## src/rtl/mips_run_pkg.sv

```systemverilog
// Shared types and constants for the mips_core run monitor.
// Optional trace storage is enabled with MIPS_RUN_TRACE_EN.
package mips_run_pkg;

    localparam int CNT_W = 32;
    localparam logic [31:0] HALT_WORD_DEF = 32'h0000000C;

    typedef enum logic [1:0] {
        IDLE,
        HOLD,
        RUN,
        DONE
    } run_state_t;

    typedef struct packed {
        logic [31:0] pc;
        logic [31:0] instr;
    } trace_entry_t;

    function automatic logic [CNT_W-1:0] sat_inc(
        input logic [CNT_W-1:0] v
    );
        return (&v) ? v : v + CNT_W'(1);
    endfunction

endpackage

```

## src/rtl/mips_run_monitor_if.sv

```systemverilog
// Retire stream and trace read port between mips_core side and monitor.
// master = core/bench side, slave = run monitor.
interface mips_run_if #(
    parameter int ADDR_W = 32,
    parameter int DATA_W = 32
);
    logic              retire_valid;
    logic [ADDR_W-1:0] retire_pc;
    logic [DATA_W-1:0] retire_instr;
    logic              trace_rd;
    logic [ADDR_W-1:0] trace_pc;
    logic [DATA_W-1:0] trace_instr;
    logic              trace_empty;
    logic              trace_ovf;

    modport master (
        output retire_valid, retire_pc, retire_instr, trace_rd,
        input  trace_pc, trace_instr, trace_empty, trace_ovf
    );

    modport slave (
        input  retire_valid, retire_pc, retire_instr, trace_rd,
        output trace_pc, trace_instr, trace_empty, trace_ovf
    );
endinterface

```

## src/rtl/mips_trace_ring.sv

```systemverilog
// Circular trace buffer; a push when full drops the oldest entry.
// Used by mips_run_monitor only when MIPS_RUN_TRACE_EN is defined.
module mips_trace_ring #(
    parameter int DEPTH = 8,
    parameter int W     = 64
) (
    input  logic         clk_i,
    input  logic         rst_ni,
    input  logic         clr_i,
    input  logic         push_i,
    input  logic         pop_i,
    input  logic [W-1:0] wdata_i,
    output logic [W-1:0] rdata_o,
    output logic         empty_o,
    output logic         ovf_o
);
    localparam int PW = $clog2(DEPTH);

    logic [W-1:0]  mem_q [DEPTH];
    logic [PW-1:0] head_q;
    logic [PW-1:0] tail_q;
    logic [PW:0]   cnt_q;
    logic          ovf_q;
    logic          full;
    logic          pop_ok;
    logic          adv;

    assign full    = cnt_q == (PW+1)'(DEPTH);
    assign empty_o = cnt_q == '0;
    assign pop_ok  = pop_i && !empty_o;
    // Head moves on a real pop or when a full push evicts the oldest.
    assign adv     = pop_ok || (push_i && full);
    assign rdata_o = empty_o ? '0 : mem_q[head_q];
    assign ovf_o   = ovf_q;

    always_ff @(posedge clk_i or negedge rst_ni) begin
        if (!rst_ni) begin
            head_q <= '0;
            tail_q <= '0;
            cnt_q  <= '0;
            ovf_q  <= 1'b0;
            for (int i = 0; i < DEPTH; i++) begin
                mem_q[i] <= '0;
            end
        end else if (clr_i) begin
            head_q <= '0;
            tail_q <= '0;
            cnt_q  <= '0;
            ovf_q  <= 1'b0;
        end else begin
            if (push_i) begin
                mem_q[tail_q] <= wdata_i;
                tail_q        <= tail_q + PW'(1);
            end
            if (adv) begin
                head_q <= head_q + PW'(1);
            end
            if (push_i && full && !pop_i) begin
                ovf_q <= 1'b1;
            end
            if (push_i && !full && !pop_ok) begin
                cnt_q <= cnt_q + (PW+1)'(1);
            end else if (pop_ok && !push_i) begin
                cnt_q <= cnt_q - (PW+1)'(1);
            end
        end
    end
endmodule

```

## src/rtl/mips_run_monitor.sv

```systemverilog
// Run controller for mips_core: reset sequencing, halt/budget, counters.
// Define MIPS_RUN_TRACE_EN to include the retirement trace buffer.
module mips_run_monitor
    import mips_run_pkg::*;
#(
    parameter int ADDR_W       = 32,
    parameter int DATA_W       = 32,
    parameter int RESET_CYCLES = 2,
    parameter int MAX_CYCLES   = 16,
    parameter logic [DATA_W-1:0] HALT_WORD = DATA_W'(HALT_WORD_DEF),
    parameter int TRACE_DEPTH  = 8
) (
    input  logic             clock,
    input  logic             reset,
    input  logic             start,
    output logic             core_rst,
    output logic             busy,
    output logic             done,
    output logic             halted,
    output logic             timeout,
    output logic [CNT_W-1:0] cycle_count,
    output logic [CNT_W-1:0] retire_count,
    mips_run_if.slave        bus
);
    run_state_t       state_q, state_d;
    logic [CNT_W-1:0] hold_q, hold_d;
    logic [CNT_W-1:0] cyc_q, cyc_d;
    logic [CNT_W-1:0] ret_q, ret_d;
    logic             rst_q, rst_d;
    logic             busy_q, busy_d;
    logic             done_q, done_d;
    logic             halt_q, halt_d;
    logic             to_q, to_d;
    logic             clr;
    logic             push;
    logic             is_halt;

    assign is_halt = bus.retire_valid && (bus.retire_instr == HALT_WORD);

    always_comb begin
        state_d = state_q;
        hold_d  = hold_q;
        cyc_d   = cyc_q;
        ret_d   = ret_q;
        rst_d   = rst_q;
        done_d  = done_q;
        halt_d  = halt_q;
        to_d    = to_q;
        clr     = 1'b0;
        push    = 1'b0;
        unique case (state_q)
            IDLE, DONE: begin
                if (start) begin
                    state_d = HOLD;
                    hold_d  = CNT_W'(RESET_CYCLES);
                    cyc_d   = '0;
                    ret_d   = '0;
                    rst_d   = 1'b1;
                    done_d  = 1'b0;
                    halt_d  = 1'b0;
                    to_d    = 1'b0;
                    clr     = 1'b1;
                end
            end
            HOLD: begin
                rst_d = 1'b1;
                if (hold_q <= CNT_W'(1)) begin
                    state_d = RUN;
                    hold_d  = '0;
                    rst_d   = 1'b0;
                end else begin
                    hold_d = hold_q - CNT_W'(1);
                end
            end
            RUN: begin
                cyc_d = sat_inc(cyc_q);
                if (bus.retire_valid) begin
                    ret_d = sat_inc(ret_q);
                    push  = 1'b1;
                end
                // Halt wins over a budget expiry on the same cycle.
                if (is_halt) begin
                    state_d = DONE;
                    rst_d   = 1'b1;
                    done_d  = 1'b1;
                    halt_d  = 1'b1;
                end else if (MAX_CYCLES != 0 &&
                             cyc_d == CNT_W'(MAX_CYCLES)) begin
                    state_d = DONE;
                    rst_d   = 1'b1;
                    done_d  = 1'b1;
                    to_d    = 1'b1;
                end
            end
        endcase
        busy_d = (state_d == HOLD) || (state_d == RUN);
    end

    always_ff @(posedge clock or negedge reset) begin
        if (!reset) begin
            state_q <= IDLE;
            hold_q  <= '0;
            cyc_q   <= '0;
            ret_q   <= '0;
            rst_q   <= 1'b1;
            busy_q  <= 1'b0;
            done_q  <= 1'b0;
            halt_q  <= 1'b0;
            to_q    <= 1'b0;
        end else begin
            state_q <= state_d;
            hold_q  <= hold_d;
            cyc_q   <= cyc_d;
            ret_q   <= ret_d;
            rst_q   <= rst_d;
            busy_q  <= busy_d;
            done_q  <= done_d;
            halt_q  <= halt_d;
            to_q    <= to_d;
        end
    end

    assign core_rst     = rst_q;
    assign busy         = busy_q;
    assign done         = done_q;
    assign halted       = halt_q;
    assign timeout      = to_q;
    assign cycle_count  = cyc_q;
    assign retire_count = ret_q;

`ifdef MIPS_RUN_TRACE_EN
    logic [ADDR_W+DATA_W-1:0] rd_w;

    mips_trace_ring #(
        .DEPTH (TRACE_DEPTH),
        .W     (ADDR_W + DATA_W)
    ) u_ring (
        .clk_i   (clock),
        .rst_ni  (reset),
        .clr_i   (clr),
        .push_i  (push),
        .pop_i   (bus.trace_rd),
        .wdata_i ({bus.retire_pc, bus.retire_instr}),
        .rdata_o (rd_w),
        .empty_o (bus.trace_empty),
        .ovf_o   (bus.trace_ovf)
    );

    assign bus.trace_pc    = rd_w[ADDR_W+DATA_W-1:DATA_W];
    assign bus.trace_instr = rd_w[DATA_W-1:0];
`else
    localparam int unused_trace_depth = TRACE_DEPTH;
    logic unused_trace;

    assign unused_trace    = ^{bus.trace_rd, bus.retire_pc, clr, push};
    assign bus.trace_empty = 1'b1;
    assign bus.trace_ovf   = 1'b0;
    assign bus.trace_pc    = '0;
    assign bus.trace_instr = '0;
`endif
endmodule

```

## src/flat_wrapper.sv

```systemverilog
// flat-port wrapper written by rule: the top's interface ports become plain ports
module mips_run_monitor_flat import mips_run_pkg::*;
#(
    parameter int ADDR_W       = 32,
    parameter int DATA_W       = 32,
    parameter int RESET_CYCLES = 2,
    parameter int MAX_CYCLES   = 16,
    parameter logic [DATA_W-1:0] HALT_WORD = DATA_W'(HALT_WORD_DEF),
    parameter int TRACE_DEPTH  = 8
)
  (clock, reset, start, core_rst, busy, done, halted, timeout, cycle_count, retire_count, bus_retire_valid, bus_retire_pc, bus_retire_instr, bus_trace_rd, bus_trace_pc, bus_trace_instr, bus_trace_empty, bus_trace_ovf);
  mips_run_if #(.ADDR_W(ADDR_W), .DATA_W(DATA_W)) bus_i ();
  input  logic clock;
  input  logic reset;
  input  logic start;
  output logic core_rst;
  output logic busy;
  output logic done;
  output logic halted;
  output logic timeout;
  output logic [CNT_W-1:0] cycle_count;
  output logic [CNT_W-1:0] retire_count;
  input wire logic [$bits(bus_i.retire_valid)-1:0] bus_retire_valid;
  input wire logic [$bits(bus_i.retire_pc)-1:0] bus_retire_pc;
  input wire logic [$bits(bus_i.retire_instr)-1:0] bus_retire_instr;
  input wire logic [$bits(bus_i.trace_rd)-1:0] bus_trace_rd;
  output wire logic [$bits(bus_i.trace_pc)-1:0] bus_trace_pc;
  output wire logic [$bits(bus_i.trace_instr)-1:0] bus_trace_instr;
  output wire logic [$bits(bus_i.trace_empty)-1:0] bus_trace_empty;
  output wire logic [$bits(bus_i.trace_ovf)-1:0] bus_trace_ovf;
  assign bus_i.retire_valid = bus_retire_valid;
  assign bus_i.retire_pc = bus_retire_pc;
  assign bus_i.retire_instr = bus_retire_instr;
  assign bus_i.trace_rd = bus_trace_rd;
  assign bus_trace_pc = bus_i.trace_pc;
  assign bus_trace_instr = bus_i.trace_instr;
  assign bus_trace_empty = bus_i.trace_empty;
  assign bus_trace_ovf = bus_i.trace_ovf;
  mips_run_monitor #(.ADDR_W(ADDR_W), .DATA_W(DATA_W), .RESET_CYCLES(RESET_CYCLES), .MAX_CYCLES(MAX_CYCLES), .HALT_WORD(HALT_WORD), .TRACE_DEPTH(TRACE_DEPTH)) u_core (.clock(clock), .reset(reset), .start(start), .core_rst(core_rst), .busy(busy), .done(done), .halted(halted), .timeout(timeout), .cycle_count(cycle_count), .retire_count(retire_count), .bus(bus_i));
endmodule
```

## config.mk

```make
export PLATFORM = sky130hd
export DESIGN_NAME = mips_run_monitor_flat
export DESIGN_NICKNAME = d
export VERILOG_FILES = /design/src/rtl/mips_run_pkg.sv /design/src/rtl/mips_run_monitor_if.sv /design/src/rtl/mips_trace_ring.sv /design/src/rtl/mips_run_monitor.sv /design/src/flat_wrapper.sv
export SDC_FILE = /design/constraint.sdc
export NUM_CORES = 1
export LEC_CHECK = 0
export BUFFER_PORTS_ARGS = -buffer_cell sky130_fd_sc_hd__buf_2
export CAP_MARGIN = 20
export CORE_MARGIN = 8
export CORE_UTILIZATION = 45
export CTS_CLUSTER_SIZE = 30
export DETAILED_ROUTE_END_ITERATION = 7
export PLACE_DENSITY = 0.71
export SETUP_SLACK_MARGIN = 0.15
export SLEW_MARGIN = 20
export SYNTH_ARGS = -nofsm -noshare
export SYNTH_HDL_FRONTEND = slang
export SYNTH_SLANG_ARGS = --single-unit
```

## constraint.sdc

```tcl
create_clock -name clock -period 6.51 [get_ports clock]
set_clock_uncertainty 0.2 [all_clocks]
set_input_delay 1.302 -clock clock [delete_from_list [all_inputs] [get_ports clock]]
set_output_delay 1.302 -clock clock [all_outputs]
set_load 0.03 [all_outputs]
```

==> metrics.log <==
INFO  metric status = finished, final reports clean
INFO  metric detail_route.first_pass.iterations = 5
INFO  metric min_from = u_core.hold_q[30]$_DFFE_PN0P_
INFO  metric power.ir.vdd_worst = 0.153 mV
INFO  metric global_route.usage.total = 0.190
INFO  metric cts_tree = yes
INFO  metric min_delay_path_depth = 1
INFO  metric cp_common_cell = nor4_4
INFO  metric insertion_delay = 0.36 ns
INFO  metric starting_density = 0.459
INFO  metric worst_r2r_endpoint = u_core.core_rst$_DFFE_PN1P_
INFO  metric worst_hold_path_type = flip-flop to flip-flop
INFO  metric totalNegativeSetupSlack = 0 ns
INFO  metric cts-buffers-inserted = 9
INFO  metric final_antenna_net_count = 0
INFO  metric htreeDepth = 3
INFO  metric numPortBuffers = 104
INFO  metric area_delta_synth_final = 9.50%
INFO  metric timing.slew.headroom = 0.379
INFO  metric cts_setup_buffers = 0
INFO  metric synth_ff_type = dfrtp_1
INFO  metric synth_edf_count = 0
INFO  metric min_to = u_core.hold_q[30]$_DFFE_PN0P_
INFO  metric worst_setup_path_end_kind = flip-flop
INFO  metric max-cap-violations = 0
INFO  metric maxSlewViolCount = 0
INFO  metric finalHoldViolCount = 0
INFO  metric drt_drc_violations_left = 0
INFO  metric final_layout_size_suffix_gt1_frac = 0.173
INFO  metric dpl.cell_count = 1097
INFO  metric synth_top_area_cell = dfrtp_1
INFO  metric grt_setup_unrepaired = false
INFO  metric final_cells = 1114
INFO  metric synth.top_cells.by_count = dfrtp_1 (102), nor2_1 (92), o21ai_0 (81)
INFO  metric p_per_area = 300 nW/µm²
INFO  metric cts-hold-fix-buffers = 0
INFO  metric worst_setup_hold_path_clk_slew = 0.07 ns
INFO  metric clockBufferDepth = 2
INFO  metric drt_wl_total = 18800 µm
INFO  metric synth_largest_type_area_fraction = 0.367
INFO  metric number_of_antenna_violations_at_the_first_check_in_global_routing = 0
INFO  metric fmaxAchievable = 276 MHz
INFO  metric synth_area_leaders = dfrtp_1 (37%), buf_4 (7.6%), o21ai_0 (5.8%)
INFO  metric netlist_area = 6950 µm²
INFO  metric route.detailed.wl_per_inst = 16.9 µm
INFO  metric reg2reg_setup_slack = 2.88 ns
INFO  metric finalWeightedCongestion = 0.923
INFO  metric first_global_vias = 6057
INFO  metric yosys.cell_types.count = 80
INFO  metric final-setup-viol-count = 0
INFO  metric power.leakage = 3.48 nW
INFO  metric avgViaCountPerCell = 5.65
INFO  metric worstReg2RegStart = u_core.cycle_count[0]$_DFFE_PN0P_
INFO  metric post_cts_resized = 0
INFO  metric globalRoute.totalOverflow = 0
INFO  metric final_core_util = 0.503
INFO  metric die-width = 140 µm
INFO  metric critical-path-max-stage-delay = 0.69 ns
INFO  metric critPathMaxFanout = 13
INFO  metric detail_route.iter0.violations = 391
INFO  metric post_synth.cell_area_avg = 8.29 µm²
INFO  metric final_min_period_over_clock_period = 0.558
INFO  metric antenna_diode_instance_count = 0
INFO  metric critical_path_start_end_classification = flip-flop to flip-flop
INFO  metric clock_root_buffer = clkbuf_16
INFO  metric list_of_cells_traversed_by_the_critical_path = ha_1 > nand4_2 > nor4_4 > and3_1 > or4_1 > nand3_1 > nor4_4 > o31ai_2 > mux2_1
INFO  metric io_pins = 204
INFO  metric vias_after_detailed_routing = 6298
INFO  metric crit_path_top_delay_cell = nor4_4
INFO  metric reg2reg_depth = 9
INFO  metric worst_setup_path_start_kind = flip-flop
INFO  metric worstMarginPinSlew = 0.928 ns
INFO  metric ys_async_sr_fraction = 1.00
INFO  metric hpwlAfterDp = 13800 µm
INFO  metric cp_data_arrival_time = 3.71 ns
INFO  metric timing.critical_path.required = 6.59 ns
INFO  metric synth.yosys.warnings = 0
INFO  metric fin_crit = 3.63 ns
INFO  metric core.rowCount = 45
INFO  metric post-route-cell-area = 7610 µm²
INFO  metric sequential_area_share_after_synthesis = 0.371
INFO  metric maximum_number_of_pins_on_one_net_before_global_route_repair = 55
INFO  metric wire_length_of_the_first_global_routing_pass = 31100 µm
INFO  metric clock-sinks = 103
INFO  metric detailed_place.area = 7300 µm²
INFO  metric post_synthesis_cells = 839
INFO  metric core_footprint = 15100 µm²
INFO  metric yosys.cell_count.top_type = dfrtp_1
INFO  metric final_net_count = 996
INFO  metric tot_pwr = 2.29 mW
INFO  metric die_area = 19700 µm²
INFO  metric postSynthRegisterBits = 103
INFO  metric die_y = 140 µm
state kept, by name (all words and copies together) (netlist names):
name and flops:
u_core.cycle_count 32, u_core.hold_q 32, u_core.timeout 1, u_core.retire_count 32
u_core.busy 1, u_core.done 1, u_core.core_rst 1, u_core.state_q 2
u_core.halted 1
cell families (layout without fill, tap and decap cells):
logic type	Yosys count	after routing	share of synthesized area
fa+ha+maj	6	6	0.0108
flops	103	103	0.371
mux	3	3	0.00450
other cells	2	66	0.00108
buf+inv	123	146	0.110
compound gates	191	191	0.171
xor+xnor	39	39	0.0502
simple gates	372	372	0.281
metrics by stage:
step	worst slack, ns	hold WS [ns]
after global placement	2.57	0.276
after global routing	2.65	0.329
final	2.88	0.287
after floorplan	3.24	0.249
after detailed placement	2.55	0.284
after CTS	2.62	0.291
layout make-up:
cell class	instances	area, µm²
clock inverter	7	61.3
timing repair buffer	110	573
tap	188	235
sequential	103	2580
fill	1490	7530
inverter	20	75.1
multi-input combinational	677	3860
clock buffer	9	225
critical path: cells and delay by family (launching register included):
family          cells  cell delay [ns]
simple gates        6             2.17
flops               1             0.44
mux                 1             0.33
fa+ha+maj           1             0.30
compound gates      1             0.10
how the worst max path moves through the flow:
stage / from / end / slack [ns] / cells past startpoint
finish: u_core.cycle_count[0]$_DFFE_PN0P_ / u_core.core_rst$_DFFE_PN1P_ / 2.88 / 9
floorplan: start / u_core.retire_count[29]$_DFFE_PN0P_ / 3.24 / 8
global placement: start / u_core.retire_count[23]$_DFFE_PN0P_ / 2.57 / 9
CTS: u_core.cycle_count[0]$_DFFE_PN0P_ / u_core.core_rst$_DFFE_PN1P_ / 2.62 / 9
detailed placement: start / u_core.retire_count[23]$_DFFE_PN0P_ / 2.55 / 9
global route: u_core.cycle_count[0]$_DFFE_PN0P_ / u_core.core_rst$_DFFE_PN1P_ / 2.65 / 9
layout by cell type, fill, tap and decap left out, types with 5 or more instances in the layout:
cell,synthesis,final
xnor2_1,20,20
or4_1,8,8
buf_2,11,103
a31oi_1,15,15
o21ai_1,4,5
nand4_1,28,28
o31ai_1,14,14
nor2_1,92,90
nor3_1,22,22
nand2b_1,6,6
or3_1,22,22
conb_1,2,66
and3_1,15,15
a21o_1,6,6
o21ai_0,81,80
nand2_1,72,71
xor2_1,18,18
a21oi_1,33,33
nor4_1,21,21
ha_1,6,6
buf_4,70,6
clkbuf_16,0,9
nand3_1,46,46
dfrtp_1,102,102
inv_1,20,20
power by group:
part	internal (mW)	switching [mW]	total, mW
Clock	0.268	0.265	0.533
Sequential	0.734	0.0957	0.830
Combinational	0.279	0.646	0.924
Total	1.28	1.01	2.29
layer usage:
layer | wire, µm | part of all wire | global-route usage
met1 | 8370 | 0.45 | 0.247
met2 | 9190 | 0.49 | 0.315
met3 | 981 | 0.052 | 0.0394
met4 | 225 | 0.012 | 0.0457
met5 | 0 | 0 | 0
Power figures use the tool's default switching activity.
